### config.mk
export PLATFORM = sky130hd
export DESIGN_NAME = spi_slave_fl
export DESIGN_NICKNAME = d
export VERILOG_FILES = /design/src/rtl/spi_fl_pkg.sv /design/src/rtl/spi_fl_sync.sv /design/src/rtl/spi_slave_fl.sv
export SDC_FILE = /design/constraint.sdc
export NUM_CORES = 1
export LEC_CHECK = 0
export ABC_AREA = 1
export ABC_CLOCK_PERIOD_IN_PS = 3700
export BUFFER_PORTS_ARGS = -buffer_cell sky130_fd_sc_hd__buf_2
export CAP_MARGIN = 10
export CORE_ASPECT_RATIO = 1.4
export CORE_MARGIN = 2
export CORE_UTILIZATION = 60
export CTS_BUF_LIST = sky130_fd_sc_hd__clkbuf_4 sky130_fd_sc_hd__clkbuf_8
export DETAILED_ROUTE_END_ITERATION = 8
export PLACE_DENSITY = 0.93
export SLEW_MARGIN = 25
export SYNTH_ARGS = -nofsm -noshare
export SYNTH_HDL_FRONTEND = slang
export SYNTH_SLANG_ARGS = --single-unit
### constraint.sdc
create_clock -name clk -period 3.7 [get_ports clk]
set_input_delay 0 -clock clk [delete_from_list [all_inputs] [get_ports clk]]
set_output_delay 0 -clock clk [all_outputs]
set_load 0.03 [all_outputs]
### src/rtl/spi_fl_pkg.sv
// Shared opcodes, FSM state encoding and length constants for the SPI flash-style responder.
// The 4-byte address opcodes exist only when SPI_SLAVE_4BYTE_ADDR_EN is defined.
package spi_fl_pkg;

    localparam logic [7:0] OP_READ    = 8'h03;
    localparam logic [7:0] OP_PROGRAM = 8'h02;
    localparam logic [7:0] OP_RDSR    = 8'h05;
    localparam logic [7:0] OP_RDID    = 8'h9F;
    localparam logic [7:0] OP_WREN    = 8'h06;
    localparam logic [7:0] OP_WRDI    = 8'h04;
`ifdef SPI_SLAVE_4BYTE_ADDR_EN
    localparam logic [7:0] OP_EN4B    = 8'hB7;
    localparam logic [7:0] OP_EX4B    = 8'hE9;
`endif

    localparam int RD_LEN_READ = 32;
    localparam int RD_LEN_RDSR = 8;
    localparam int RD_LEN_RDID = 24;
    localparam int ADDR3_W     = 24;
    localparam int ADDR4_W     = 32;

    typedef enum logic [2:0] {
        ST_IDLE,
        ST_CMD,
        ST_ADDR,
        ST_WDATA,
        ST_TURN,
        ST_RDATA,
        ST_IGNORE
    } fl_state_t;

    // Number of miso bits returned by a read-type opcode; zero for everything else.
    function automatic logic [5:0] rd_len_of(input logic [7:0] op);
        case (op)
            OP_READ: return 6'(RD_LEN_READ);
            OP_RDSR: return 6'(RD_LEN_RDSR);
            OP_RDID: return 6'(RD_LEN_RDID);
            default: return 6'd0;
        endcase
    endfunction

endpackage

### src/rtl/spi_fl_sync.sv
// Synchroniser for the asynchronous SPI pins plus registered edge detection of sclk and ss.
// Edge pulses and mosi_s leave SYNC_STAGES+1 clk after the pin change, mutually aligned.
module spi_fl_sync #(
    parameter int SYNC_STAGES = 2
) (
    input  logic clk,
    input  logic rst,
    input  logic sclk,
    input  logic ss,
    input  logic mosi,
    output logic sclk_rise,
    output logic sclk_fall,
    output logic ss_fall,
    output logic ss_rise,
    output logic mosi_s
);

    logic [SYNC_STAGES-1:0] sclk_sh;
    logic [SYNC_STAGES-1:0] ss_sh;
    logic [SYNC_STAGES-1:0] mosi_sh;
    logic                   sclk_d;
    logic                   ss_d;

    // ss resets to its idle (high) level so a held-low select is seen as a fresh fall after reset.
    always_ff @(posedge clk) begin
        if (rst) begin
            sclk_sh   <= '0;
            ss_sh     <= '1;
            mosi_sh   <= '0;
            sclk_d    <= 1'b0;
            ss_d      <= 1'b1;
            sclk_rise <= 1'b0;
            sclk_fall <= 1'b0;
            ss_fall   <= 1'b0;
            ss_rise   <= 1'b0;
            mosi_s    <= 1'b0;
        end else begin
            sclk_sh   <= {sclk_sh[SYNC_STAGES-2:0], sclk};
            ss_sh     <= {ss_sh[SYNC_STAGES-2:0], ss};
            mosi_sh   <= {mosi_sh[SYNC_STAGES-2:0], mosi};
            sclk_d    <= sclk_sh[SYNC_STAGES-1];
            ss_d      <= ss_sh[SYNC_STAGES-1];
            sclk_rise <= sclk_sh[SYNC_STAGES-1] & ~sclk_d;
            sclk_fall <= ~sclk_sh[SYNC_STAGES-1] & sclk_d;
            ss_fall   <= ~ss_sh[SYNC_STAGES-1] & ss_d;
            ss_rise   <= ss_sh[SYNC_STAGES-1] & ~ss_d;
            mosi_s    <= mosi_sh[SYNC_STAGES-1];
        end
    end

endmodule

### src/rtl/spi_slave_fl.sv
// SPI mode-0 flash-style responder: decodes command/address/write data, issues one back-end request
// per transaction and serialises read data LSB first. 4-byte addressing is built with SPI_SLAVE_4BYTE_ADDR_EN.
module spi_slave_fl
    import spi_fl_pkg::*;
#(
    parameter int TURN_CYC    = 1,
    parameter int SYNC_STAGES = 2
) (
    input  logic        clk,
    input  logic        rst,
    input  logic        sclk,
    input  logic        ss,
    input  logic        mosi,
    output logic        miso,
    output logic        miso_oe,
    output logic        req_valid,
    output logic        req_write,
    output logic [7:0]  req_cmd,
    output logic [31:0] req_addr,
    output logic [31:0] req_wdata,
    input  logic        rsp_valid,
    input  logic [31:0] rsp_data,
    output logic        busy,
    output logic        err_unknown,
    output logic        rsp_late
);

    logic        sclk_rise, sclk_fall, ss_fall, ss_rise, mosi_s;
    fl_state_t   state, state_n, dec_state;
    logic [30:0] sr;
    logic [31:0] shift_word, addr_val, rsp_buf;
    logic [30:0] tx_sr;
    logic [5:0]  bit_cnt, cnt_inc, addr_last, rd_len;
    logic        rsp_wait, rsp_have, cmd_done;
    logic        dec_req, dec_rd, dec_err;

    spi_fl_sync #(.SYNC_STAGES(SYNC_STAGES)) u_sync (
        .clk       (clk),
        .rst       (rst),
        .sclk      (sclk),
        .ss        (ss),
        .mosi      (mosi),
        .sclk_rise (sclk_rise),
        .sclk_fall (sclk_fall),
        .ss_fall   (ss_fall),
        .ss_rise   (ss_rise),
        .mosi_s    (mosi_s)
    );

`ifdef SPI_SLAVE_4BYTE_ADDR_EN
    logic addr4, dec_set4, dec_clr4;
    assign addr_last = addr4 ? 6'(ADDR4_W - 1) : 6'(ADDR3_W - 1);
`else
    assign addr_last = 6'(ADDR3_W - 1);
`endif

    assign shift_word = {sr, mosi_s};
    assign cnt_inc    = (bit_cnt == 6'h3F) ? bit_cnt : bit_cnt + 6'd1;
    assign addr_val   = (addr_last == 6'(ADDR4_W - 1)) ? shift_word : {8'h00, shift_word[23:0]};
    assign cmd_done   = (state == ST_CMD) && sclk_rise && (bit_cnt == 6'd7) && !ss_rise;
    assign busy       = (state != ST_IDLE);

    always_comb begin
        dec_state = ST_IGNORE;
        dec_req   = 1'b0;
        dec_rd    = 1'b0;
        dec_err   = 1'b0;
`ifdef SPI_SLAVE_4BYTE_ADDR_EN
        dec_set4  = 1'b0;
        dec_clr4  = 1'b0;
`endif
        case (shift_word[7:0])
            OP_READ, OP_PROGRAM: dec_state = ST_ADDR;
            OP_RDSR, OP_RDID: begin
                dec_state = ST_TURN;
                dec_req   = 1'b1;
                dec_rd    = 1'b1;
            end
            OP_WREN, OP_WRDI: dec_req = 1'b1;
`ifdef SPI_SLAVE_4BYTE_ADDR_EN
            OP_EN4B: dec_set4 = 1'b1;
            OP_EX4B: dec_clr4 = 1'b1;
`endif
            default: dec_err = 1'b1;
        endcase
    end

    always_ff @(posedge clk) begin
        if (rst) state <= ST_IDLE;
        else     state <= state_n;
    end

    always_comb begin
        state_n = state;
        if (ss_rise) begin
            state_n = ST_IDLE;
        end else begin
            case (state)
                ST_IDLE:  if (ss_fall) state_n = ST_CMD;
                ST_CMD:   if (cmd_done) state_n = dec_state;
                ST_ADDR:  if (sclk_rise && bit_cnt == addr_last)
                              state_n = (req_cmd == OP_READ) ? ST_TURN : ST_WDATA;
                ST_WDATA: if (sclk_rise && bit_cnt == 6'd31) state_n = ST_IGNORE;
                ST_TURN:  if (sclk_fall && bit_cnt == 6'(TURN_CYC)) state_n = ST_RDATA;
                default:  state_n = state;
            endcase
        end
    end

    // In TURN the bit counter counts sclk falls; the fall numbered TURN_CYC is the read deadline.
    always_ff @(posedge clk) begin
        req_valid   <= 1'b0;
        err_unknown <= 1'b0;
        rsp_late    <= 1'b0;
        if (rst) begin
            miso      <= 1'b0;
            miso_oe   <= 1'b0;
            req_write <= 1'b0;
            req_cmd   <= 8'h00;
            req_addr  <= 32'h0;
            req_wdata <= 32'h0;
            sr        <= '0;
            tx_sr     <= '0;
            rsp_buf   <= 32'h0;
            bit_cnt   <= 6'd0;
            rd_len    <= 6'd0;
            rsp_wait  <= 1'b0;
            rsp_have  <= 1'b0;
        end else begin
            miso_oe <= (state_n == ST_TURN) || (state_n == ST_RDATA);
            if (rsp_valid && rsp_wait && !rsp_have) begin
                rsp_buf  <= rsp_data;
                rsp_have <= 1'b1;
            end
            if (ss_rise) begin
                miso     <= 1'b0;
                bit_cnt  <= 6'd0;
                rsp_wait <= 1'b0;
                rsp_have <= 1'b0;
            end else begin
                case (state)
                    ST_IDLE: if (ss_fall) begin
                        bit_cnt  <= sclk_rise ? 6'd1 : 6'd0;
                        if (sclk_rise) sr <= shift_word[30:0];
                        rsp_wait <= 1'b0;
                        rsp_have <= 1'b0;
                    end
                    ST_CMD: if (sclk_rise) begin
                        sr      <= shift_word[30:0];
                        bit_cnt <= cnt_inc;
                        if (bit_cnt == 6'd7) begin
                            bit_cnt     <= 6'd0;
                            req_cmd     <= shift_word[7:0];
                            rd_len      <= rd_len_of(shift_word[7:0]);
                            err_unknown <= dec_err;
                            if (dec_req) begin
                                req_valid <= 1'b1;
                                req_write <= 1'b0;
                                req_addr  <= 32'h0;
                            end
                            if (dec_rd) rsp_wait <= 1'b1;
                        end
                    end
                    ST_ADDR: if (sclk_rise) begin
                        sr      <= shift_word[30:0];
                        bit_cnt <= cnt_inc;
                        if (bit_cnt == addr_last) begin
                            bit_cnt  <= 6'd0;
                            req_addr <= addr_val;
                            if (req_cmd == OP_READ) begin
                                req_valid <= 1'b1;
                                req_write <= 1'b0;
                                rsp_wait  <= 1'b1;
                            end
                        end
                    end
                    ST_WDATA: if (sclk_rise) begin
                        sr      <= shift_word[30:0];
                        bit_cnt <= cnt_inc;
                        if (bit_cnt == 6'd31) begin
                            req_wdata <= shift_word;
                            req_valid <= 1'b1;
                            req_write <= 1'b1;
                        end
                    end
                    ST_TURN: if (sclk_fall) begin
                        if (bit_cnt == 6'(TURN_CYC)) begin
                            miso     <= rsp_have & rsp_buf[0];
                            tx_sr    <= rsp_have ? rsp_buf[31:1] : '0;
                            rsp_late <= !rsp_have;
                            rsp_wait <= 1'b0;
                            bit_cnt  <= 6'd1;
                        end else begin
                            bit_cnt <= cnt_inc;
                        end
                    end
                    ST_RDATA: if (sclk_fall) begin
                        if (bit_cnt < rd_len) begin
                            miso    <= tx_sr[0];
                            tx_sr   <= {1'b0, tx_sr[30:1]};
                            bit_cnt <= cnt_inc;
                        end else begin
                            miso <= 1'b0;
                        end
                    end
                    default: ;
                endcase
            end
        end
    end

`ifdef SPI_SLAVE_4BYTE_ADDR_EN
    always_ff @(posedge clk) begin
        if (rst) begin
            addr4 <= 1'b0;
        end else if (cmd_done) begin
            if (dec_set4)      addr4 <= 1'b1;
            else if (dec_clr4) addr4 <= 1'b0;
        end
    end
`endif

endmodule

==> flow_metrics.py, run 1 <==
metrics = {
    "place": {
        "hpwl_um": 12110,
        "dp_slack_ns": 1.366,
        "dp.cells": 1294,
        "io_buffers": 108,
        "place_congestion": 0.9445,
    },
    "timing": {
        "setup_ws_ns": 1.339,
        "hold_viol_final": 0,
        "setup_violations": 0,
        "holdWs_ns": 0.04260,
        "slew_violations": 0,
        "grt_setup_unrepaired": "no",
        "skew_ns": 0.01117,
        "worstMarginPinSlew_ns": 0.8577,
        "slew_headroom_pct": 42.71,
        "setup-tns-final_ns": 0,
        "fin_crit_sh_pct": 63.81,
        "fmax_ghz": 0.4235,
        "min_period_ns": 2.361,
    },
    "cells_and_area": {
        "nNetsFinal": 1238,
        "drive_gt1_share_pct": 14.56,
        "antenna_cells": 0,
        "layout.cells.non_filler": 1362,
        "area_growth_pct": 15.89,
    },
    "floorplanning": {
        "die_area_mm2": 0.01418,
        "start_util_pct": 61.64,
        "core_area_mm2": 0.01287,
        "ios": 117,
        "die_y_um": 140.1,
        "die_w_um": 101.2,
        "rows": 49,
    },
    "logic_synthesis": {
        "synthFlopType": "dfxtp_1",
        "synthTopCellsByArea": "dfxtp_1 (48%), nor2_1 (12%), o21ai_0 (9.9%)",
        "ys_ff_latch": 191,
        "synth_edf_count": 0,
        "yosysSeqAreaShare_pct": 48.18,
        "ys_async_sr_fraction_pct": 0,
        "yosysTopAreaCellShare_pct": 48.18,
        "yosysMostFrequentCell": "nor2_1",
        "yosys-top-cells-count": "nor2_1 (257), dfxtp_1 (191), o21ai_0 (157), inv_1 (117), a21oi_1 (101)",
        "synth_warnings": 0,
        "synth.distinct_cells": 37,
        "synth_area_mm2": 0.007936,
        "yosysTopAreaCell": "dfxtp_1",
        "postSynthAreaPerCell_um2": 7.294,
        "synthCells": 1088,
    },
    "setup_path": {
        "crit_required_ns": 4.06,
        "cp-end-kind": "register",
        "reg2regPathDepth": 7,
        "crit_path_max_fanout": 64,
        "critical_path.startpoint": "bit_cnt[0]",
        "r2r_setup_slack_ns": 1.34,
        "path_class": "register to register",
        "regToRegEndpoint": "req_wdata[21]",
        "start_kind": "register",
        "worstPathArrival_ns": 2.72,
        "r2r_start": "bit_cnt[0]",
        "setup.worst_path.end": "req_wdata[21]",
    },
    "cts": {
        "clock-sinks": 191,
        "cts_tree": "done",
        "cts_buffer_depth": 2,
        "cts-htree-levels": 4,
        "path_clk_slew_ns": 0.10,
        "insertion_delay_ns": 0.46,
        "cts_buffers": 17,
        "cts_root_buf": "clkbuf_8",
        "cts_resized": 0,
    },
    "drt": {
        "vias_per_cell": 5.359,
        "wl_um": 18940,
        "drtIter0Drc": 552,
        "vias": 7299,
        "wl_per_cell_um": 13.90,
        "ant_nets": 0,
        "drc": 0,
        "firstDrtPassIters": 5,
    },
    "pwr": {
        "ir_drop_mv": 0.2593,
        "powerDensity_mw_per_mm2": 439.6,
        "leakagePower_nw": 3.862,
    },
    "global_route": {
        "antenna_found_initial": 0,
        "track_usage_pct": 27.02,
        "grt_pass1_wl_um": 31080,
        "grt_max_degree": 77,
        "grt_pass1_vias": 6858,
        "overflow": 0,
    },
    "run_status": {
        "outcome": "finished, final reports clean",
    },
    "run": {
        "cap_violations": 0,
    },
    "min_path": {
        "min_path_type": "primary input to register",
        "hold_depth": 4,
    },
}
-- where the power goes --
part | total (W) | switching [W] | leakage (nW) | internal, W
sequential | 0.00217 | 0.0000400 | 1.54 | 0.00213
combinational | 0.000455 | 0.000310 | 2.10 | 0.000144
clock | 0.00142 | 0.000772 | 0.217 | 0.000646
total | 0.00404 | 0.00112 | 3.86 | 0.00292
-- sequential cells by signal, indices dropped and copies added, names as in the netlist, 6 cells and up --
register	flops
sr	31
req_addr	24
tx_sr	31
req_cmd	8
req_wdata	32
rsp_buf	32
bit_cnt	6
-- through the flow --
step / util (%) / power, W / cell area (um^2)
2_1_floorplan: - / 0.002531 / 7963
3_3_place_gp: 65.37 / 0.002620 / 8417
3_5_place_dp: 65.37 / 0.002635 / 8417
4_1_cts: 71.44 / 0.004052 / 9198
5_1_grt: 71.44 / 0.004209 / 9198
6_report: 71.44 / 0.004043 / 9198
-- critical path, stage by stage (launching register included) --
cell      delay [ns]
dfxtp_1         0.41
ha_1            0.21
nand2_1         0.08
nor2_1          0.12
inv_1           0.10
nor2_4          0.17
nand4_4         0.67
a211oi_1        0.49
-- cell type report --
cell class,count,area (um^2)
sequential,191,3824
fill,1028,3677
multi-input combinational,710,3333
timing repair buffer,152,960.9
inverter,124,467.9
clock buffer,18,247.7
tap,153,191.4
clock inverter,14,172.7
-- routing by layer --
| metal | global-route usage (%) | part of all wire (%) | up-vias |
|---|---|---|---|
| met1 | 31.31 | 40 | 3303 |
| met2 | 48.62 | 53 | 257 |
| met3 | 4.691 | 4.8 | 36 |
| met4 | 10.46 | 2.4 | 0 |
| met5 | 0 | 0 | - |
| li1 | - | - | 3703 |
-- worst min path at each step --
stage               startpoint               to
CTS                        rst       bit_cnt[0]
floorplan                   ss  u_sync.ss_sh[0]
finish                     rst       bit_cnt[0]
global route               rst         rsp_wait
global placement            ss  u_sync.ss_sh[0]
detailed placement          ss  u_sync.ss_sh[0]
-- kinds of logic after synthesis --
family / count (synthesis) / synth area share (%)
AO/OA/AOI/OAI: 296 / 19.80
XOR/XNOR: 2 / 0.2208
adder cells (fa/ha/maj): 4 / 0.6306
buffers and inverters: 194 / 10.15
flip-flops: 191 / 48.18
other: 1 / 0.04725
AND/OR/NAND/NOR: 400 / 20.97
-- repair_timing --
action,CTS,global route
endpoints found under the setup margin,0,0
setup buffers,0,0
hold buffers,36,0
endpoints found under the hold margin,36,0
-- cells in the final DEF, fill, tap and decap left out, types with 2 or more instances in the layout --
cell,count
o21ai_0,157
buf_4,8
inv_1,115
buf_2,108
ha_1,4
nand2_1,86
nor2_2,5
nand3_1,22
or2_2,2
nand2_4,2
dfxtp_1,191
nand2_2,2
bufinv_16,2
inv_2,7
nor3_1,8
nor2_4,4
nand3_2,3
dlygate4sd3_1,36
clkinv_4,2
o21ai_1,2
a21oi_1,101
clkbuf_8,18
inv_8,3
clkinv_2,2
nand4_1,5
a211oi_1,32
conb_1,8
inv_6,4
nor2_1,257
No activity file was read; power rests on OpenSTA's default activity.
==> run 2, diff against run 1 <==
--- a/config.mk
+++ b/config.mk
@@ -5,16 +5,16 @@
 export SDC_FILE = /design/constraint.sdc
 export NUM_CORES = 1
 export LEC_CHECK = 0
-export ABC_AREA = 1
-export ABC_CLOCK_PERIOD_IN_PS = 3700
+export ABC_AREA = 0
+export ABC_CLOCK_PERIOD_IN_PS = 2300
 export BUFFER_PORTS_ARGS = -buffer_cell sky130_fd_sc_hd__buf_2
 export CAP_MARGIN = 10
 export CORE_ASPECT_RATIO = 1.4
 export CORE_MARGIN = 2
-export CORE_UTILIZATION = 60
+export CORE_UTILIZATION = 59
 export CTS_BUF_LIST = sky130_fd_sc_hd__clkbuf_4 sky130_fd_sc_hd__clkbuf_8
 export DETAILED_ROUTE_END_ITERATION = 8
-export PLACE_DENSITY = 0.93
+export PLACE_DENSITY = 0.92
 export SLEW_MARGIN = 25
 export SYNTH_ARGS = -nofsm -noshare
 export SYNTH_HDL_FRONTEND = slang
==> constraint.sdc (replaced) <==
create_clock -name clk -period 2.3 [get_ports clk]
set_input_delay 0 -clock clk [delete_from_list [all_inputs] [get_ports clk]]
set_output_delay 0 -clock clk [all_outputs]
set_load 0.03 [all_outputs]
==> flow_metrics.py, run 2 <==
metrics = {
    "cts": {
        "cts_buffer_depth": 2,
        "cts_tree": "done",
        "insertion_delay_ns": 0.48,
        "cts-htree-levels": 4,
        "cts_buffers": 17,
        "cts_root_buf": "clkbuf_8",
        "clock-sinks": 191,
        "path_clk_slew_ns": 0.10,
    },
    "logic_synthesis": {
        "postSynthAreaPerCell_um2": 8.319,
        "yosysSeqAreaShare_pct": 47.78,
        "synthTopCellsByArea": "dfxtp_1 (48%), nand2_1 (12%), a21oi_1 (6.8%)",
        "yosysMostFrequentCell": "nand2_1",
        "ys_ff_latch": 191,
        "yosys-top-cells-count": "nand2_1 (260), dfxtp_1 (191), a21oi_1 (108), nor2_1 (68), clkbuf_1 (67)",
        "yosysTopAreaCell": "dfxtp_1",
        "ys_async_sr_fraction_pct": 0,
        "synthCells": 962,
        "synth.distinct_cells": 57,
        "synth_warnings": 0,
        "yosysTopAreaCellShare_pct": 47.78,
        "synthFlopType": "dfxtp_1",
        "synth_edf_count": 0,
        "synth_area_mm2": 0.008003,
    },
    "global_route": {
        "grt_pass1_vias": 7054,
        "grt_pass1_wl_um": 34070,
        "overflow": 0,
        "track_usage_pct": 29.41,
        "antenna_found_initial": 0,
        "grt_max_degree": 82,
    },
    "floorplanning": {
        "die_area_mm2": 0.01452,
        "rows": 50,
        "die_w_um": 102.4,
        "start_util_pct": 60.06,
        "core_area_mm2": 0.01333,
        "ios": 117,
        "die_y_um": 141.8,
    },
    "drt": {
        "vias_per_cell": 5.771,
        "met3WireLength_um": 1399,
        "wl_met1_um": 8306,
        "wl_per_cell_um": 16.74,
        "ant_nets": 0,
        "wl_met2_um": 10820,
        "wl_um": 21480,
        "firstDrtPassIters": 6,
        "drc": 0,
        "highest_layer": "met4",
        "vias": 7404,
        "drtIter0Drc": 516,
    },
    "cells_and_area": {
        "mostFrequentLayoutCells": "nand2_1 (260), dfxtp_1 (188), a21oi_1 (108)",
        "final_common_cell": "nand2_1",
        "antenna_cells": 0,
        "reg.largest.list": "req_wdata (32), rsp_buf (32)",
        "area_growth_pct": 20.43,
        "nNetsFinal": 1130,
        "finish.utilization_pct": 72.33,
        "nFillCells": 927,
        "drive_gt1_share_pct": 21.16,
        "multi_input_area_mm2": 0.003805,
        "seq_area_mm2": 0.003827,
    },
    "pwr": {
        "p_sw_w": 0.001468,
        "ir_drop_mv": 0.5938,
        "internal-power_w": 0.004443,
        "clkPwrFrac_pct": 38.9,
        "p_seq_share_pct": 56.5,
        "powerDensity_mw_per_mm2": 613.4,
        "switching_share_pct": 24.84,
        "leakagePower_nw": 3.426,
        "combPwrFrac_pct": 4.6,
    },
    "place": {
        "place_congestion": 0.8624,
        "hpwl_um": 12320,
        "io_buffers": 108,
    },
    "setup_path": {
        "crit_required_ns": 2.68,
        "critPathMaxStageDelay_ns": 0.37,
        "cp-end-kind": "register",
        "crit_chain": "inv_1, ha_1, or3b_4, o21ba_2, a2111oi_4, buf_6, buf_12, nor2_1, a311oi_2",
        "worstPathArrival_ns": 2.63,
        "crit_path_max_fanout": 8,
        "crit_path_top_delay_cell": "or3b_4",
        "start_kind": "register",
        "path_class": "register to register",
    },
    "timing": {
        "setup_violations": 0,
        "slew_violations": 0,
        "grt_setup_unrepaired": "yes",
        "fmax_ghz": 0.4441,
        "holdWs_ns": 0.2809,
        "fin_crit_sh_pct": 97.91,
        "min_period_ns": 2.252,
        "worstMarginPinSlew_ns": 0.6495,
        "skew_ns": 0.01337,
        "hold_viol_final": 0,
        "slew_headroom_pct": 56.70,
    },
    "run": {
        "cap_violations": 0,
    },
    "min_path": {
        "min_path_type": "primary input to register",
    },
    "run_status": {
        "outcome": "finished, final reports clean",
    },
}
-- run 2: changes by cell type in the layout (fill, tap and decap cells not counted), sizes merged, moves of 7 or more --
cell / before / now
or2: 3 / 10
o21ai: 159 / 5
mux2i: 0 / 32
nor3: 8 / 15
inv: 130 / 13
nand2: 90 / 260
buf: 116 / 146
nand2b: 0 / 30
nor2b: 0 / 11
nor2: 266 / 68
nand3: 25 / 35
a211oi: 32 / 8
a311oi: 0 / 31
-- run 2: power groups by stage --
stage	combinational (W)	clock (W)	sequential (W)
6_report	0.000274	0.00230	0.00334
3_3_place_gp	0.000207	0	0.00342
5_1_grt	0.000296	0.00246	0.00334
2_1_floorplan	0.000155	0	0.00341
3_5_place_dp	0.000210	0	0.00342
4_1_cts	0.000263	0.00231	0.00334
-- run 2: cells by family (layout without fill, tap and decap cells) --
kind of cell	after synthesis	count (layout)	share of synthesized area, %
other	1	8	0.04686
muxes	32	32	4.003
and+or+nand+nor	460	460	25.39
buffers and inverters	94	226	5.347
AOI/OAI and AO/OA	180	180	16.81
DFF	191	191	47.78
adders and majority gates	4	4	0.6254
-- run 2: layer usage --
metal,up-vias,track usage (%)
met5,-,0
met4,0,15.58
li1,3497,-
met3,101,6.897
met2,356,48.64
met1,3450,34.90
-- run 2: worst max-delay path: cells and delay by family (launching register included) --
| family | cells | cell delay (ns) |
|---|---|---|
| adder cells (fa/ha/maj) | 1 | 0.13 |
| AO/OA/AOI/OAI | 3 | 0.82 |
| buffers and inverters | 3 | 0.41 |
| flip-flops | 1 | 0.35 |
| AND/OR/NAND/NOR | 2 | 0.44 |
-- run 2: cell type report --
| class | instances | share of cell area (%) |
|---|---|---|
| Clock buffer | 17 | 2.428 |
| Clock inverter | 15 | 1.830 |
| Inverter | 7 | 0.2726 |
| Multi-Input combinational cell | 684 | 39.48 |
| Sequential cell | 191 | 39.71 |
| Tap cell | 182 | 2.363 |
| Timing Repair Buffer | 187 | 13.92 |
-- run 2: path summary, 6_finish.rpt --
path,from,end,slack [ns],cells after the start
max,bit_cnt[1],tx_sr[26],0.05,9
min,ss,u_sync.ss_sh[0],0.28,3
max reg2reg,bit_cnt[1],tx_sr[26],0.05,9
min reg2reg,u_sync.sclk_d,u_sync.sclk_rise,0.41,1
-- run 2: timing repair --
| item | CTS | global route |
|---|---|---|
| pin swaps | 1 | 2 |
| endpoints found under the hold margin | 88 | 0 |
| hold buffers | 39 | 0 |
| gates resized for setup | 0 | 8 |
| gates cloned | 2 | 3 |
| endpoints found under the setup margin | 19 | 45 |
| buffers inserted | 2 | 0 |
-- run 2: per-stage QoR --
step / setup TNS, ns / instances / total power (W) / setup slack, ns / instance area (um^2)
6_report: 0 / 1283 / 0.005912 / 0.04808 / 9638
5_1_grt: -0.007652 / 1283 / 0.006097 / -0.006521 / 9638
4_1_cts: 0 / 1280 / 0.005913 / 0.03709 / 9572
3_5_place_dp: -0.03038 / 1205 / 0.003627 / -0.02098 / 8712
3_3_place_gp: 0 / 1205 / 0.003622 / 0.07406 / 8712
2_1_floorplan: 0 / 969 / 0.003565 / 0.1268 / 8029
==> run 3, diff against run 2 <==
--- a/config.mk
+++ b/config.mk
@@ -5,7 +5,6 @@
 export SDC_FILE = /design/constraint.sdc
 export NUM_CORES = 1
 export LEC_CHECK = 0
-export ABC_AREA = 0
 export ABC_CLOCK_PERIOD_IN_PS = 2300
 export BUFFER_PORTS_ARGS = -buffer_cell sky130_fd_sc_hd__buf_2
 export CAP_MARGIN = 10
@@ -14,7 +13,7 @@
 export CORE_UTILIZATION = 59
 export CTS_BUF_LIST = sky130_fd_sc_hd__clkbuf_4 sky130_fd_sc_hd__clkbuf_8
 export DETAILED_ROUTE_END_ITERATION = 8
-export PLACE_DENSITY = 0.92
+export PLACE_DENSITY_LB_ADDON = 0.25
 export SLEW_MARGIN = 25
 export SYNTH_ARGS = -nofsm -noshare
 export SYNTH_HDL_FRONTEND = slang
==> flow_metrics.py, run 3 (synthesis gave the netlist of run 2 again) <==
metrics = {
    "setup_path": {
        "path_class": "register to register",
        "cp-end-kind": "register",
        "r2r_start": "bit_cnt[1]",
        "crit_required_ns": 2.65,
        "start_kind": "register",
        "crit_path_max_fanout": 15,
        "worstPathArrival_ns": 2.57,
        "critical_path.startpoint": "bit_cnt[1]",
    },
    "place": {
        "place_congestion": 0.9000,
        "io_buffers": 108,
        "hpwl_um": 11860,
        "dpl-instance-area_mm2": 0.008767,
        "dp_slack_ns": -0.02545,
    },
    "min_path": {
        "worstHoldStart": "ss",
        "min_path_type": "primary input to register",
    },
    "drt": {
        "firstDrtPassIters": 7,
        "drc": 0,
        "drtIter0Drc": 254,
        "vias_per_cell": 5.552,
        "wl_um": 19650,
        "wl_per_cell_um": 15.33,
        "ant_nets": 0,
        "vias": 7118,
    },
    "cts": {
        "cts_buffer_depth": 2,
        "cts-htree-levels": 4,
        "cts_root_buf": "clkbuf_8",
        "insertion_delay_ns": 0.48,
        "cts_buffers": 17,
        "cts_resized": 0,
        "clock-sinks": 191,
        "cts_tree": "done",
        "path_clk_slew_ns": 0.10,
    },
    "cells_and_area": {
        "area_growth_pct": 19.82,
        "finish.utilization_pct": 71.96,
        "nNetsFinal": 1128,
        "mostFrequentLayoutCells": "nand2_1 (260), dfxtp_1 (191), a21oi_1 (108)",
        "fin_area_mm2": 0.009589,
        "drive_gt1_share_pct": 20.75,
        "final_common_cell": "nand2_1",
        "reg.largest.list": "req_wdata (32), rsp_buf (32)",
    },
    "timing": {
        "hold_viol_final": 0,
        "setup_ws_ns": 0.08540,
        "setup_violations": 0,
        "worstMarginPinSlew_ns": 0.6459,
        "fmax_ghz": 0.4515,
        "skew_ns": 0.01097,
        "min_period_ns": 2.215,
        "slew_headroom_pct": 56.94,
        "slew_violations": 0,
        "fin_crit_sh_pct": 96.29,
    },
    "global_route": {
        "grt_max_degree": 70,
        "grt_pass1_vias": 6825,
        "overflow": 0,
        "grt_pass1_wl_um": 31650,
        "antenna_found_initial": 0,
        "track_usage_pct": 27.14,
    },
    "pwr": {
        "leakagePower_nw": 3.403,
        "powerDensity_mw_per_mm2": 606.3,
        "ir_drop_mv": 0.5174,
    },
    "run_status": {
        "outcome": "finished, final reports clean",
    },
    "floorplanning": {
        "die_y_um": 141.8,
        "ios": 117,
        "core_area_mm2": 0.01333,
        "rows": 50,
        "start_util_pct": 60.06,
        "die_w_um": 102.4,
        "die_area_mm2": 0.01452,
    },
    "run": {
        "cap_violations": 0,
    },
}
-- run 3: worst paths after layout --
check,to,slack [ns],depth (start not counted)
min reg2reg,u_sync.sclk_rise,0.42,1
max reg2reg,tx_sr[11],0.09,8
max,tx_sr[11],0.09,8
min,u_sync.ss_sh[0],0.26,3
-- run 3: critical path: stages, from the launching register on --
cell	delay, ns
dfxtp_1	0.36
inv_1	0.09
ha_1	0.14
or3b_1	0.37
o21ba_1	0.22
a2111oi_4	0.29
buf_4	0.21
bufbuf_16	0.31
a311oi_2	0.11
-- run 3: report_power, final --
group | internal [W] | switching (W) | total, W
Clock | 0.000924 | 0.00128 | 0.00220
Sequential | 0.00333 | 0.0000138 | 0.00334
Combinational | 0.000117 | 0.000156 | 0.000273
-- run 3: what timing repair did --
item                                    4_1_cts  5_1_grt
pin swaps                                     1        1
hold endpoints to repair                     81        0
setup buffers                                 0        1
endpoints found under the setup margin       30       30
gates cloned                                  2        0
hold buffers                                 37        0
-- run 3: area by class of cell --
type                            instances  area [um^2]
Multi-Input combinational cell        684         3802
Fill cell                            1057         3736
Tap cell                              182        227.7
Timing Repair Buffer                  185         1309
Clock inverter                         14        150.1
Inverter                                7        26.28
Sequential cell                       191         3824
Clock buffer                           18        247.7
Antenna cell                            1        2.502
-- run 3: routing by layer --
layer  global-route usage [%]  part of all wire (%)
met5                        0                     0
met3                    6.700                   4.7
met4                    10.95                   2.5
met2                    45.82                    51
met1                    32.68                    42
-- run 3: metrics by stage --
| stage | instances | hold slack [ns] | TNS (ns) | total power [W] |
|---|---|---|---|---|
| 5_1_grt | 1281 | 0.2613 | -0.0007316 | 0.005994 |
| 2_1_floorplan | 969 | 0.1038 | 0 | 0.003565 |
| 4_1_cts | 1280 | 0.2413 | 0 | 0.005839 |
| 3_3_place_gp | 1209 | 0.1948 | 0 | 0.003632 |
| 6_report | 1282 | 0.2648 | 0 | 0.005814 |
| 3_5_place_dp | 1209 | 0.2033 | -0.09229 | 0.003632 |
